## src/rtl/tone_div_calc_pkg.sv

```systemverilog
// Shared constants, FSM encoding and octave scaling for the tone divisor calculator.
package tone_div_calc_pkg;

   localparam int unsigned CLK_NUM = 100_000_000;
   localparam int unsigned SILENCE = 100_000_000;
   localparam int          DIV_W   = 22;
   localparam logic [DIV_W-1:0] DIV_MAX = 22'h3FFFFF;

   // Dividend is the clock rate; the divisor is a 32-bit tone doubled at most once.
   localparam int DVD_W = 27;
   localparam int DVS_W = 33;

   typedef enum logic [2:0] {
      IDLE   = 3'd0,
      LOAD   = 3'd1,
      CALC_L = 3'd2,
      CALC_R = 3'd3,
      COMMIT = 3'd4
   } state_t;

   // Octave 1 halves the tone, octave 3 doubles it into the extra bit, others pass through.
   function automatic logic [DVS_W-1:0] eff_div(input logic [31:0] f, input logic [2:0] oct);
      case (oct)
         3'd1:    return {1'b0, f} >> 1;
         3'd3:    return {f, 1'b0};
         default: return {1'b0, f};
      endcase
   endfunction

endpackage

```

## src/rtl/serial_divider.sv

```systemverilog
// Restoring divider, one quotient bit per cycle. On the start cycle the first
// step works straight from the port operands, so a full quotient takes exactly
// ITER cycles; quotient/done show the result of the step in progress.
module serial_divider import tone_div_calc_pkg::*; #(
   parameter int ITER = 27
) (
   input  logic             clk,
   input  logic             rst,
   input  logic             start,
   input  logic [DVD_W-1:0] dividend,
   input  logic [DVS_W-1:0] divisor,
   output logic [DVD_W-1:0] quotient,
   output logic             done
);

   localparam int CW = $clog2(ITER + 1);

   logic [DVS_W-1:0] rem, dvs, src_rem, src_dvs, rem_nx;
   logic [DVD_W-1:0] dq, src_dq, dq_nx;
   logic [CW-1:0]    cnt, remaining;
   logic [DVS_W:0]   rem_sh;
   logic             ge;

   // One restoring step: shift in the next dividend bit, subtract when it fits.
   always_comb begin
      src_rem   = start ? '0 : rem;
      src_dq    = start ? (dividend << (DVD_W - ITER)) : dq;
      src_dvs   = start ? divisor : dvs;
      remaining = start ? CW'(ITER) : cnt;
      rem_sh    = {src_rem, src_dq[DVD_W-1]};
      // A set top bit already exceeds any 33-bit divisor; the 33-bit difference is then exact.
      ge        = rem_sh[DVS_W] | (rem_sh[DVS_W-1:0] >= src_dvs);
      rem_nx    = ge ? (rem_sh[DVS_W-1:0] - src_dvs) : rem_sh[DVS_W-1:0];
      dq_nx     = {src_dq[DVD_W-2:0], ge};
   end

   assign quotient = dq_nx;
   assign done     = (remaining == CW'(1));

   // Iteration registers advance while a division is running.
   always_ff @(posedge clk or negedge rst) begin
      if (!rst) begin
         rem <= '0;
         dq  <= '0;
         dvs <= '0;
         cnt <= '0;
      end else if (start || cnt != '0) begin
         rem <= rem_nx;
         dq  <= dq_nx;
         dvs <= src_dvs;
         cnt <= remaining - CW'(1);
      end
   end

endmodule

```

## src/rtl/tone_div_calc.sv

```systemverilog
// Turns raw left/right tone frequencies into note_gen divisors (CLK_NUM / f)
// with one shared serial divider, sequenced left then right, committed together.
module tone_div_calc import tone_div_calc_pkg::*; #(
   parameter int unsigned CLK_NUM = tone_div_calc_pkg::CLK_NUM,
   parameter int unsigned SILENCE = tone_div_calc_pkg::SILENCE,
   parameter int          ITER    = 27
) (
   input  logic             clk,
   input  logic             rst,
   input  logic [31:0]      freqL,
   input  logic [31:0]      freqR,
   input  logic [2:0]       octave,
   output logic [DIV_W-1:0] note_div_left,
   output logic [DIV_W-1:0] note_div_right,
   output logic             div_valid,
   output logic             busy
);

   state_t           state, state_nx;
   logic             force_q, changed, kick, div_done;
   logic [31:0]      fl_s, fr_s;
   logic [2:0]       oct_s;
   logic [DVS_W-1:0] eff_l, eff_r, dvs_sel;
   logic [DVD_W-1:0] quo, q_left;

   // Silence wins over everything, then a zero divisor, then quotient overflow.
   function automatic logic [DIV_W-1:0] pick(input logic [31:0] raw,
                                             input logic [DVS_W-1:0] eff,
                                             input logic [DVD_W-1:0] q);
      if (raw == SILENCE)        return DIV_W'(1);
      else if (eff == '0)        return DIV_MAX;
      else if (|q[DVD_W-1:DIV_W]) return DIV_MAX;
      else                       return q[DIV_W-1:0];
   endfunction

   assign changed   = {freqL, freqR, octave} != {fl_s, fr_s, oct_s};
   assign dvs_sel   = (state == CALC_R) ? eff_r : eff_l;
   assign busy      = (state != IDLE);
   assign div_valid = (state == COMMIT);

   serial_divider #(.ITER(ITER)) u_div (
      .clk      (clk),
      .rst      (rst),
      .start    (kick),
      .dividend (DVD_W'(CLK_NUM)),
      .divisor  (dvs_sel),
      .quotient (quo),
      .done     (div_done)
   );

   // State register.
   always_ff @(posedge clk or negedge rst) begin
      if (!rst) state <= IDLE;
      else      state <= state_nx;
   end

   // Next-state: a changed tuple (or pending force) starts a full recompute.
   always_comb begin
      state_nx = state;
      case (state)
         IDLE:    if (changed || force_q) state_nx = LOAD;
         LOAD:    state_nx = CALC_L;
         CALC_L:  if (div_done) state_nx = CALC_R;
         CALC_R:  if (div_done) state_nx = COMMIT;
         COMMIT:  state_nx = IDLE;
         default: state_nx = IDLE;
      endcase
   end

   // Shadow capture, divisor scaling, per-channel result latching and outputs.
   always_ff @(posedge clk or negedge rst) begin
      if (!rst) begin
         force_q        <= 1'b1;
         fl_s           <= '0;
         fr_s           <= '0;
         oct_s          <= '0;
         eff_l          <= '0;
         eff_r          <= '0;
         q_left         <= '0;
         kick           <= 1'b0;
         note_div_left  <= DIV_W'(1);
         note_div_right <= DIV_W'(1);
      end else begin
         // Start the divider on the first cycle of each CALC phase.
         kick <= (state == LOAD) || (state == CALC_L && div_done);
         case (state)
            IDLE: if (changed || force_q) begin
               fl_s  <= freqL;
               fr_s  <= freqR;
               oct_s <= octave;
            end
            LOAD: begin
               force_q <= 1'b0;
               eff_l   <= eff_div(fl_s, oct_s);
               eff_r   <= eff_div(fr_s, oct_s);
            end
            CALC_L: if (div_done) q_left <= quo;
            CALC_R: if (div_done) begin
               note_div_left  <= pick(fl_s, eff_l, q_left);
               note_div_right <= pick(fr_s, eff_r, quo);
            end
            default: ;
         endcase
      end
   end

endmodule

```

## config.mk

```make
export PLATFORM = sky130hd
export DESIGN_NAME = tone_div_calc
export DESIGN_NICKNAME = d
export VERILOG_FILES = /design/src/rtl/tone_div_calc_pkg.sv /design/src/rtl/serial_divider.sv /design/src/rtl/tone_div_calc.sv
export SDC_FILE = /design/constraint.sdc
export NUM_CORES = 1
export LEC_CHECK = 0
export CORE_ASPECT_RATIO = 0.7
export CORE_UTILIZATION = 54
export CTS_CLUSTER_DIAMETER = 60
export DETAILED_ROUTE_END_ITERATION = 8
export GPL_ROUTABILITY_DRIVEN = 0
export GPL_TIMING_DRIVEN = 0
export PLACE_DENSITY_LB_ADDON = 0.1
export SYNTH_ARGS = -nofsm -noshare
export SYNTH_HDL_FRONTEND = slang
export SYNTH_HIERARCHICAL = 1
export SYNTH_SLANG_ARGS = --single-unit
```

## constraint.sdc

```tcl
create_clock -name clk -period 3.8 [get_ports clk]
set_input_delay 0.76 -clock clk [delete_from_list [all_inputs] [get_ports clk]]
set_output_delay 0.76 -clock clk [all_outputs]
set_load 0.02 [all_outputs]
```

==> impl_metrics.toml <==
[routing]
drt-total-wl_um = 52070
drt_iter0_drc = 1723
ant_nets = 0
drt-vias-per-instance = 5.925
dr_total_vias = 14450
wire_per_inst_um = 21.35
drcViolationCount = 0
drt-pass1-iter-count = 5

[clocking]
clk_pin_slew_ns = 0.07
clock-sinks = 307
cts_tree = "done"
cts_buffers = 30
htreeDepth = 1
root_buffer = "clkbuf_16"
clock_path_buffers = 3
clkLatencyLatePin_ns = 0.60

[critical_path]
r2r-start = "state[2]"
startpoint_type = "flip-flop"
reg2reg_depth = 17
cp.required_ns = 4.33
crit_fanout = 7
cp_cell_sequence = "nand3b_1 -> buf_6 -> buf_12 -> nand2_4 -> nand2_4 -> mux2_4 -> ha_4 -> fa_2 -> nand2b_4 -> a21oi_4 -> o2111ai_4 -> a311oi_4 -> o221ai_4 -> a31oi_2 -> o2111ai_2 -> mux2_4 -> a21oi_2"
max_stage_delay_ns = 0.38
path_class = "flip-flop to flip-flop"
r2r_slack_ns = -0.03
r2r-end = "u_div/rem[30]"
cp.arrival_ns = 4.36
slowest_stage = "dfrtp_1"
cp-end-kind = "flip-flop"

[floorplanning]
num_rows = 54
initial_core_util = 0.5484
pin_count = 115
die_h_um = 150.6
die_x_um = 214.3
die_area_mm2 = 0.03229
design.core.area_mm2 = 0.03108

[power]
power_density_mw_per_mm2 = 564.2
ir_drop_mv = 0.4791
p_leak_nw = 9.266
p_total_mw = 11.79

[timing]
finalSetupViolations = 3
fin_skew_ns = 0.03290
finalCriticalPeriod_ns = 3.826
fin_crit_sh = 1.007
slew_headroom = 0.2715
setup_ws_ns = -0.02590
rsz0062_at_grt = "yes"
worst_slew_pin_slew_ns = 1.079
final_hold_viol_count = 0
maxSlewViolCount = 0
clock.fmax_ghz = 0.2614

[logic_synthesis]
async_flop_share = 1.000
ys_seq_area_frac = 0.4510
syn_area_per_cell_um2 = 9.543
ys.flop_type = "dfrtp_1"
synth_area_mm2 = 0.01704
yosys_warnings = 6
ys_ff_latch = 307
synth_edf_count = 0
synthCells = 1786
synthDistinctLibCells = 76

[hold_path]
hold_path_class = "primary input to async pin"

[placed_design]
dpl_cell_area_mm2 = 0.01889
hpwlAfterDp_um = 37860
port_buffers = 114

[final_layout]
syn2layout_area_growth_pct = 22.55
fin_area_mm2 = 0.02089
drive_above_1_share = 0.1863
mostFrequentLayoutCells = "dfrtp_1, nand2_1, nor2_1"
fin_util = 0.6721
layout_commonest_cell = "dfrtp_1"
fin_nets = 2099

[global_routing]
grt_pass1_vias = 13700
grt_max_degree = 124
antenna_found_initial = 1
grt_pass1_wl_um = 78550
grt_use_total = 0.3165
overflow = 0

[flow_run]
drv_cap = 0

[outcome]
status = "complete, but fails checks"
violations = "negative setup slack"
synthesized netlist by cell type (all sizes together), types with 4 or more instances:
master	instances	area, µm²
ha	35	437.9
mux2	185	2125
a31oi	10	77.57
mux2i	63	630.6
or4	7	52.55
a21oi	142	718.2
inv	60	225.2
nor2	177	664.4
dfrtp	304	7607
o21bai	7	52.55
nand2b	11	68.82
a221oi	4	41.29
a21o	11	82.58
nand3	8	40.04
nor3	16	80.08
nand2	251	947.2
xor2	44	385.4
o2111ai	4	41.29
and2	8	52.55
nand4	20	125.1
and3	8	50.05
nor4	27	168.9
xnor2	33	289.0
clkbuf	72	270.3
o21a	8	60.06
or3	6	37.54
o211ai	5	37.54
o22ai	4	25.02
buf	26	160.2
nor2b	44	275.3
o21ai	137	689.4
cells by family (layout without fill, tap and decap cells):
group                      after synthesis  after routing  synth area share
and+or+nand+nor                        600            600            0.1586
AOI/OAI and AO/OA                      358            358            0.1234
DFF                                    307            307            0.4510
muxes                                  248            248            0.1617
buffers and inverters                  158            365           0.03847
xor gates and xnor gates                77             77           0.03957
adders and majority gates               36             36           0.02687
other                                    2             28         0.0004406
flip-flops by register name, summed over array words and instances (netlist names):
name / flops
kick: 1
state: 3
fl_s: 32
u_div/rem: 33
u_div/dvs: 33
u_div/dq: 27
eff_l: 33
force_q: 1
note_div_right: 22
u_div/cnt: 5
fr_s: 32
q_left: 27
oct_s: 3
note_div_left: 22
eff_r: 33
worst max-delay path by stage:
stage | slack [ns] | cells past startpoint | from | endpoint
2_1_floorplan | 0.02 | 18 | kick | note_div_right[0]
3_3_place_gp | -11.47 | 1 | rst | note_div_left[13]
3_5_place_dp | -0.90 | 17 | kick | u_div/rem[30]
4_1_cts | -0.0005 | 19 | state[2] | u_div/rem[30]
5_1_grt | -0.1 | 18 | state[2] | u_div/rem[22]
6_report | -0.03 | 17 | state[2] | u_div/rem[30]
layout make-up:
cell class	count	area, µm²
Clock buffer	41	862.1
Clock inverter	15	187.7
Timing Repair inverter	1	6.256
Timing Repair Buffer	153	1553
Fill cell	2474	10190
Inverter	60	240.2
Multi-Input combinational cell	1346	9293
Buffer	95	529.3
Sequential cell	307	7689
Tap cell	420	525.5
Antenna cell	1	2.502
critical path, delay by kind of cell (launching register included):
kind / cells / cell delay, ns
AOI/OAI and AO/OA: 7 / 1.46
muxes: 2 / 0.60
adders and majority gates: 2 / 0.53
and+or+nand+nor: 4 / 0.46
DFF: 1 / 0.38
buffers and inverters: 2 / 0.31
routing by layer:
layer,routed length (µm),GRT usage
met1,24470,0.4868
met2,21110,0.4378
met3,5549,0.09354
met4,882,0.05821
met5,64,0
report_power, final:
group	internal, mW	switching, mW	total [mW]
registers	3.69	0.308	4.00
clock network	1.80	1.37	3.17
logic	2.16	2.46	4.62
metrics by stage:
stage | hold WS [ns] | TNS [ns] | worst slack (ns) | cells
floorplan | 0.4422 | 0 | 0.01581 | 1811
global placement | 0.4559 | -3518.75 | -11.47 | 2345
global route | 0.1542 | -0.6176 | -0.09847 | 2438
CTS | 0.1281 | -0.0005373 | -0.0005373 | 2411
finish | 0.1135 | -0.03535 | -0.02590 | 2439
detailed placement | 0.4667 | -28.17 | -0.9020 | 2348
what timing repair did:
| item | 4_1_cts | 5_1_grt |
|---|---|---|
| cloned | 0 | 5 |
| hold buffers | 0 | 0 |
| buffers inserted | 9 | 23 |
| pin swaps | 17 | 36 |
| endpoints found under the setup margin | 36 | 36 |
| gates resized for setup | 67 | 107 |
Note: power is estimated with default switching activity, not from simulation.
==> RTL edit 1: new RTL, config.mk and constraints unchanged <==
Encoding of `state_t`: now Gray code (3 bits for 5 states).
--- a/src/rtl/tone_div_calc_pkg.sv
+++ b/src/rtl/tone_div_calc_pkg.sv
@@ -13,7 +13,7 @@
    typedef enum logic [2:0] {
-      IDLE   = 3'd0,
-      LOAD   = 3'd1,
-      CALC_L = 3'd2,
-      CALC_R = 3'd3,
-      COMMIT = 3'd4
+      IDLE   = 3'b000,
+      LOAD   = 3'b001,
+      CALC_L = 3'b011,
+      CALC_R = 3'b010,
+      COMMIT = 3'b110
    } state_t;
Formal check against the unedited RTL: no difference found for any inputs over 10 cycles, from zero or initial values and one cycle with rst low; not proved beyond that.
==> RTL edit 1 against the unedited design <==
The flow still finishes with violations (setup timing). Sequential share of layout area shrank 0.64 points. Via count down 2.8%. Wire length decreased by 2.9%. Sequential cell count stayed put. Hold slack better by 46 ps. Setup slack got worse by 290 ps. Total power grew 7.0%. Synthesized cell count shrank 3.9%. Synthesized area increased by 0.12%. Final area grew 1.8%. First-iteration DRC count fell by 33%. Largest power group unchanged.
==> RTL edit 1: results (changes against the unedited design) <==
set qor(run_status) {complete, but fails checks} ;# unchanged
set qor(violations) {setup timing} ;# unchanged
set qor(drt-initial-drc-count) 1163 ;# was 1,723
set qor(ys.warnings.count) 6 ;# unchanged
set qor(post-place-cells) 2277 ;# was 2,348
set qor(leakagePower_nw) 9.29 ;# was 9.27 nW
set qor(post_route_cells_drive_above_1_share_pct) 22.0 ;# was 18.6%
set qor(route.vias.total) 14000 ;# was 14,500
set qor(peakVddDrop_uv) 452 ;# was 479 µV
set qor(ys_top_cells_by_count) {sky130_fd_sc_hd__dfrtp_1 (304), sky130_fd_sc_hd__mux2_2 (186), sky130_fd_sc_hd__nor2_1 (179)} ;# was sky130_fd_sc_hd__dfrtp_1 (304), sky130_fd_sc_hd__nand2_1 (249), sky130_fd_sc_hd__nor2_1 (177)
set qor(cp.arrival_ps) 4580 ;# was 4360 ps
set qor(final-instance-count-excl-fill) 2374 ;# was 2,439
set qor(biggest_area_contributors_in_the_synthesized_netlist) {sky130_fd_sc_hd__dfrtp_1 (45%), sky130_fd_sc_hd__mux2_2 (12%), sky130_fd_sc_hd__a21oi_1 (4.0%), sky130_fd_sc_hd__nor2_1 (3.9%), sky130_fd_sc_hd__mux2i_1 (3.6%)} ;# was sky130_fd_sc_hd__dfrtp_1 (45%), sky130_fd_sc_hd__mux2_2 (9.6%), sky130_fd_sc_hd__nand2_1 (5.5%), sky130_fd_sc_hd__a21oi_1 (4.1%), sky130_fd_sc_hd__nor2_1 (3.9%)
set qor(placed_cell_area_um2) 19100 ;# was 18,900 µm²
set qor(setup_violations) 36 ;# was 3
set qor(preCtsSetupSlack_ps) -906 ;# was -902 ps
set qor(dp_hpwl_mm) 36.5 ;# was 37.9 mm
set qor(slowest_delay_ps) 510 ;# was 380 ps
set qor(max-slew-margin-rel_pct) 18.1 ;# was 27.2%
set qor(synth.lib_cells_used.distinct) 77 ;# was 76
set qor(met3_usage_pct) 9.43 ;# was 9.35%
set qor(worstPathMaxFanout) 6 ;# was 7
set qor(setup_total_neg_slack_ps) -6580 ;# was -35.3 ps
set qor(final.hold.worst_slack_ps) 159 ;# was 113 ps
set qor(synthCells) 1716 ;# was 1,786
set qor(cts-buffers-inserted) 31 ;# was 30
set qor(grt_antenna_before_repair) 0 ;# was 1
set qor(finClkSkew_ps) 17.9 ;# was 32.9 ps
set qor(slowest_stage) {sky130_fd_sc_hd__or4_1} ;# was sky130_fd_sc_hd__dfrtp_1
set qor(diodes) 0 ;# was 1
set qor(route.detailed.wl_per_inst_um) 21.3 ;# about the same
set qor(first_pass_grt_wire_length_mm) 78.6 ;# was 78.5 mm
set qor(design.final.nets) 2035 ;# was 2,099
set qor(pin_count_of_the_biggest_net_entering_global_routing) 115 ;# was 124
set qor(synth.yosys.seq_area_share_pct) 45.0 ;# was 45.1%
set qor(grt_usage_pct) 31.6 ;# was 31.7%
set qor(met2_usage_pct) 45.5 ;# was 43.8%
set qor(worst_slack_ps) -318 ;# was -25.9 ps
[RTL edit 1: layout make-up]
type / instances / area [µm²]
Clock buffer: 38 / 862
Sequential cell: 307 / 7690
Tap cell: 420 / 526
Inverter: 50 / 203
Timing Repair Buffer: 160 / 1650
Fill cell: 2378 / 9890
Clock inverter: 19 / 324
Buffer: 91 / 566
Multi-Input combinational cell: 1289 / 9440
[RTL edit 1: metal layers]
metal,part of all wire [%],wire (µm),up-vias
li1,-,-,6422
met1,47,23700,7008
met3,10,5310,67
met4,1.6,812,0
met5,0,0,-
met2,41,20800,552
[RTL edit 1: kinds of logic (layout without fill, tap and decap cells)]
logic type	Yosys count	in the layout	synth area share, %
DFF	307	307	45.0
and+or+nand+nor	517	517	14.3
adders and majority gates	36	36	2.68
muxes	281	281	18.1
AOI/OAI and AO/OA	353	353	12.3
buffers and inverters	145	358	3.70
xor gates and xnor gates	75	75	3.85
other	2	27	0.0440
[RTL edit 1: worst register-to-register path, stage by stage, from the launching register on]
cell and delay, ps:
sky130_fd_sc_hd__dfrtp_2 430, sky130_fd_sc_hd__nor3b_4 190, sky130_fd_sc_hd__buf_6 130, sky130_fd_sc_hd__buf_12 140, sky130_fd_sc_hd__clkbuf_16 170, sky130_fd_sc_hd__mux2_4 310, sky130_fd_sc_hd__mux2_4 280, sky130_fd_sc_hd__inv_4 70
sky130_fd_sc_hd__ha_4 150, sky130_fd_sc_hd__nand2_4 50, sky130_fd_sc_hd__or4_1 510, sky130_fd_sc_hd__a21o_1 210, sky130_fd_sc_hd__a31o_1 280, sky130_fd_sc_hd__nand2_2 120, sky130_fd_sc_hd__a41oi_4 140, sky130_fd_sc_hd__inv_2 110
sky130_fd_sc_hd__buf_8 140, sky130_fd_sc_hd__mux2_4 300, sky130_fd_sc_hd__mux2i_1 190, sky130_fd_sc_hd__a21oi_2 60
[RTL edit 1: worst paths after layout]
| path | to | from | cells past startpoint |
|---|---|---|---|
| worst max-delay path | u_div/rem[30] | state[2] | 19 |
| worst max register to register | u_div/rem[30] | state[2] | 19 |
| worst min-delay path | oct_s[0] | rst | 1 |
| min in group clk | u_div/rem[14] | u_div/rem[14] | 2 |
| worst min register to register | u_div/rem[14] | u_div/rem[14] | 2 |
| max in group asynchronous | eff_l[6] | rst | 2 |
[RTL edit 1: report_power, final]
part           switching [W]  leakage, nW  internal [W]  total [W]
Clock                0.00137        0.592       0.00217    0.00354
Sequential          0.000289         3.65       0.00369    0.00398
Combinational        0.00263         5.05       0.00246    0.00509
[RTL edit 1: repair_timing]
action | in CTS | in global routing
pin swaps | 45 | 6
gates cloned | 6 | 0
endpoints found under the setup margin | 36 | 36
resized for setup | 143 | 20
setup buffers | 32 | 6
==> RTL edit 2: new RTL, config.mk and constraints unchanged <==
Made on the original files. The package constant `DVD_W` goes from 27 to 23.
--- a/src/rtl/tone_div_calc_pkg.sv
+++ b/src/rtl/tone_div_calc_pkg.sv
@@ -9,3 +9,3 @@
    // Dividend is the clock rate; the divisor is a 32-bit tone doubled at most once.
-   localparam int DVD_W = 27;
+   localparam int DVD_W = 23;
    localparam int DVS_W = 33;
Formal check against the unedited RTL: no difference found for any inputs over 10 cycles, from zero or initial values and one cycle with rst low; that may be too few to reach the edited logic, so the function may still have changed.
==> RTL edit 2 against the unedited design <==
Synthesized area shrank 3.1%. Final cell count decreased by 3.3%. Clock skew down 13 ps. Sequential cell count decreased by 8. Wire length fell by 2.9%. Final area down 3.8%. First-iteration DRC count is 21% lower. Setup slack better by 94 ps. Critical path type unchanged.
Power is not compared: it rests on default switching activity, and its combinational part moved more than twofold at a synthesized area within 25%.
==> RTL edit 2: results (changes against the unedited design) <==
set qor(run_status) {complete, no violations} ;# was complete, but fails checks
set qor(post_route_cells_drive_above_1_share_pct) 17.3 ;# was 18.6%
set qor(synth_fp_nets) 1857
set qor(dp_hpwl_mm) 37.1 ;# was 37.9 mm
set qor(clkLatencyLatePin_ps) 600 ;# about the same
set qor(leakagePower_nw) 9.13
set qor(cts_max_path_buffers) 3 ;# unchanged
set qor(internal_power_w) 0.00552
set qor(h_tree_depth) 1 ;# unchanged
set qor(cp.arrival_ps) 4240 ;# was 4360 ps
set qor(hold_path.class) {in2async} ;# unchanged
set qor(clock-root-buffer) {sky130_fd_sc_hd__clkbuf_16} ;# unchanged
set qor(ys.warnings.count) 6 ;# unchanged
set qor(peakVddDrop_uv) 386
set qor(finClkSkew_ps) 19.8 ;# was 32.9 ps
set qor(detail_route.first_pass.iterations) 6 ;# was 5
set qor(first_pass_grt_wire_length_mm) 77.0 ;# was 78.5 mm
set qor(timing.critical_path.max_delay_family) {simple AND/OR/NAND/NOR gates} ;# was compound AO/OA/AOI/OAI gates
set qor(route.detailed.wl_per_inst_um) 21.4 ;# was 21.3 µm
set qor(numPortBuffers) 114 ;# unchanged
set qor(clock_pin_slew_reported_for_the_worst_setup_and_hold_paths_after_clock_tree_synthesis_ps) 70 ;# about the same
set qor(drt-initial-drc-count) 1362 ;# was 1,723
set qor(crit_path_category) {reg2reg} ;# unchanged
set qor(grt_antenna_before_repair) 0 ;# was 1
set qor(filler_cell_count) 2419 ;# was 2,474
set qor(via_count_of_the_first_global_routing_pass) 13400 ;# was 13,700
set qor(max-slew-margin-rel_pct) 17.0 ;# was 27.2%
set qor(placed_cell_area_um2) 18300 ;# was 18,900 µm²
set qor(route.vias.total) 14100 ;# was 14,500
set qor(diodes) 0 ;# was 1
set qor(p_seq_share_pct) 46.3
set qor(cts-buffers-inserted) 31 ;# was 30
set qor(r2r_start) {state[2]} ;# unchanged
set qor(design.final.nets) 2026 ;# was 2,099
set qor(grt_usage_pct) 32.1 ;# was 31.7%
set qor(rrSetupSlack_ps) 70 ;# was -30 ps
set qor(worstPathMaxFanout) 10 ;# was 7
set qor(seq_cell_power_w) 0.00348
set qor(timing.critical_path.to) {note_div_right[0]} ;# was u_div/rem[30]
set qor(slowest_delay_ps) 390
set qor(depth_of_the_most_critical_reg_to_reg_path) 19 ;# was 17
set qor(pg_comb_w) 0.000776
set qor(pin_count_of_the_biggest_net_entering_global_routing) 124 ;# unchanged
set qor(slowest_stage) {sky130_fd_sc_hd__dfrtp_1} ;# unchanged
-- RTL edit 2: repair_timing --
item,in CTS,in global routing
endpoints found under the setup margin,103,39
cloned,0,2
hold endpoints to repair,0,0
buffers inserted,14,8
pin swaps,11,21
resized for setup,57,92
-- RTL edit 2: worst min-delay path by stage --
stage / startpoint / end / cells past startpoint
3_3_place_gp: note_div_right[5] / note_div_right[5] / 2
4_1_cts: rst / fr_s[23] / 1
6_report: rst / fr_s[23] / 1
2_1_floorplan: rst / eff_l[0] / 0
5_1_grt: rst / fr_s[23] / 1
3_5_place_dp: note_div_right[5] / note_div_right[5] / 2
-- RTL edit 2: metal layers --
| metal | track usage [%] | vias up | routed length [µm] |
|---|---|---|---|
| met4 | 6.01 | 0 | 795 |
| met5 | 0 | - | 0 |
| li1 | - | 6402 | - |
| met1 | 49.7 | 7033 | 24200 |
| met3 | 11.5 | 52 | 5500 |
| met2 | 42.6 | 587 | 20000 |
-- RTL edit 2: per-stage QoR --
stage	hold WS (ps)	instances	util, %	worst slack, ps
after global placement	467	2278	60.5	-11100
after CTS	135	2351	65.3	1.39
final	113	2358	66.9	68.3
after floorplan	463	1752	-	52.1
after global routing	159	2358	66.9	-76.7
after detailed placement	470	2281	60.8	-947
-- RTL edit 2: area by class of cell --
cell class                      instances  area (µm²)  area share, %
Multi-Input combinational cell       1287        8800           43.8
Sequential cell                       299        7490           37.2
Timing Repair Buffer                  141        1450           7.20
Clock buffer                           38         842           4.19
Tap cell                              412         515           2.56
Buffer                                 93         502           2.50
Inverter                               68         268           1.33
Clock inverter                         20         244           1.21
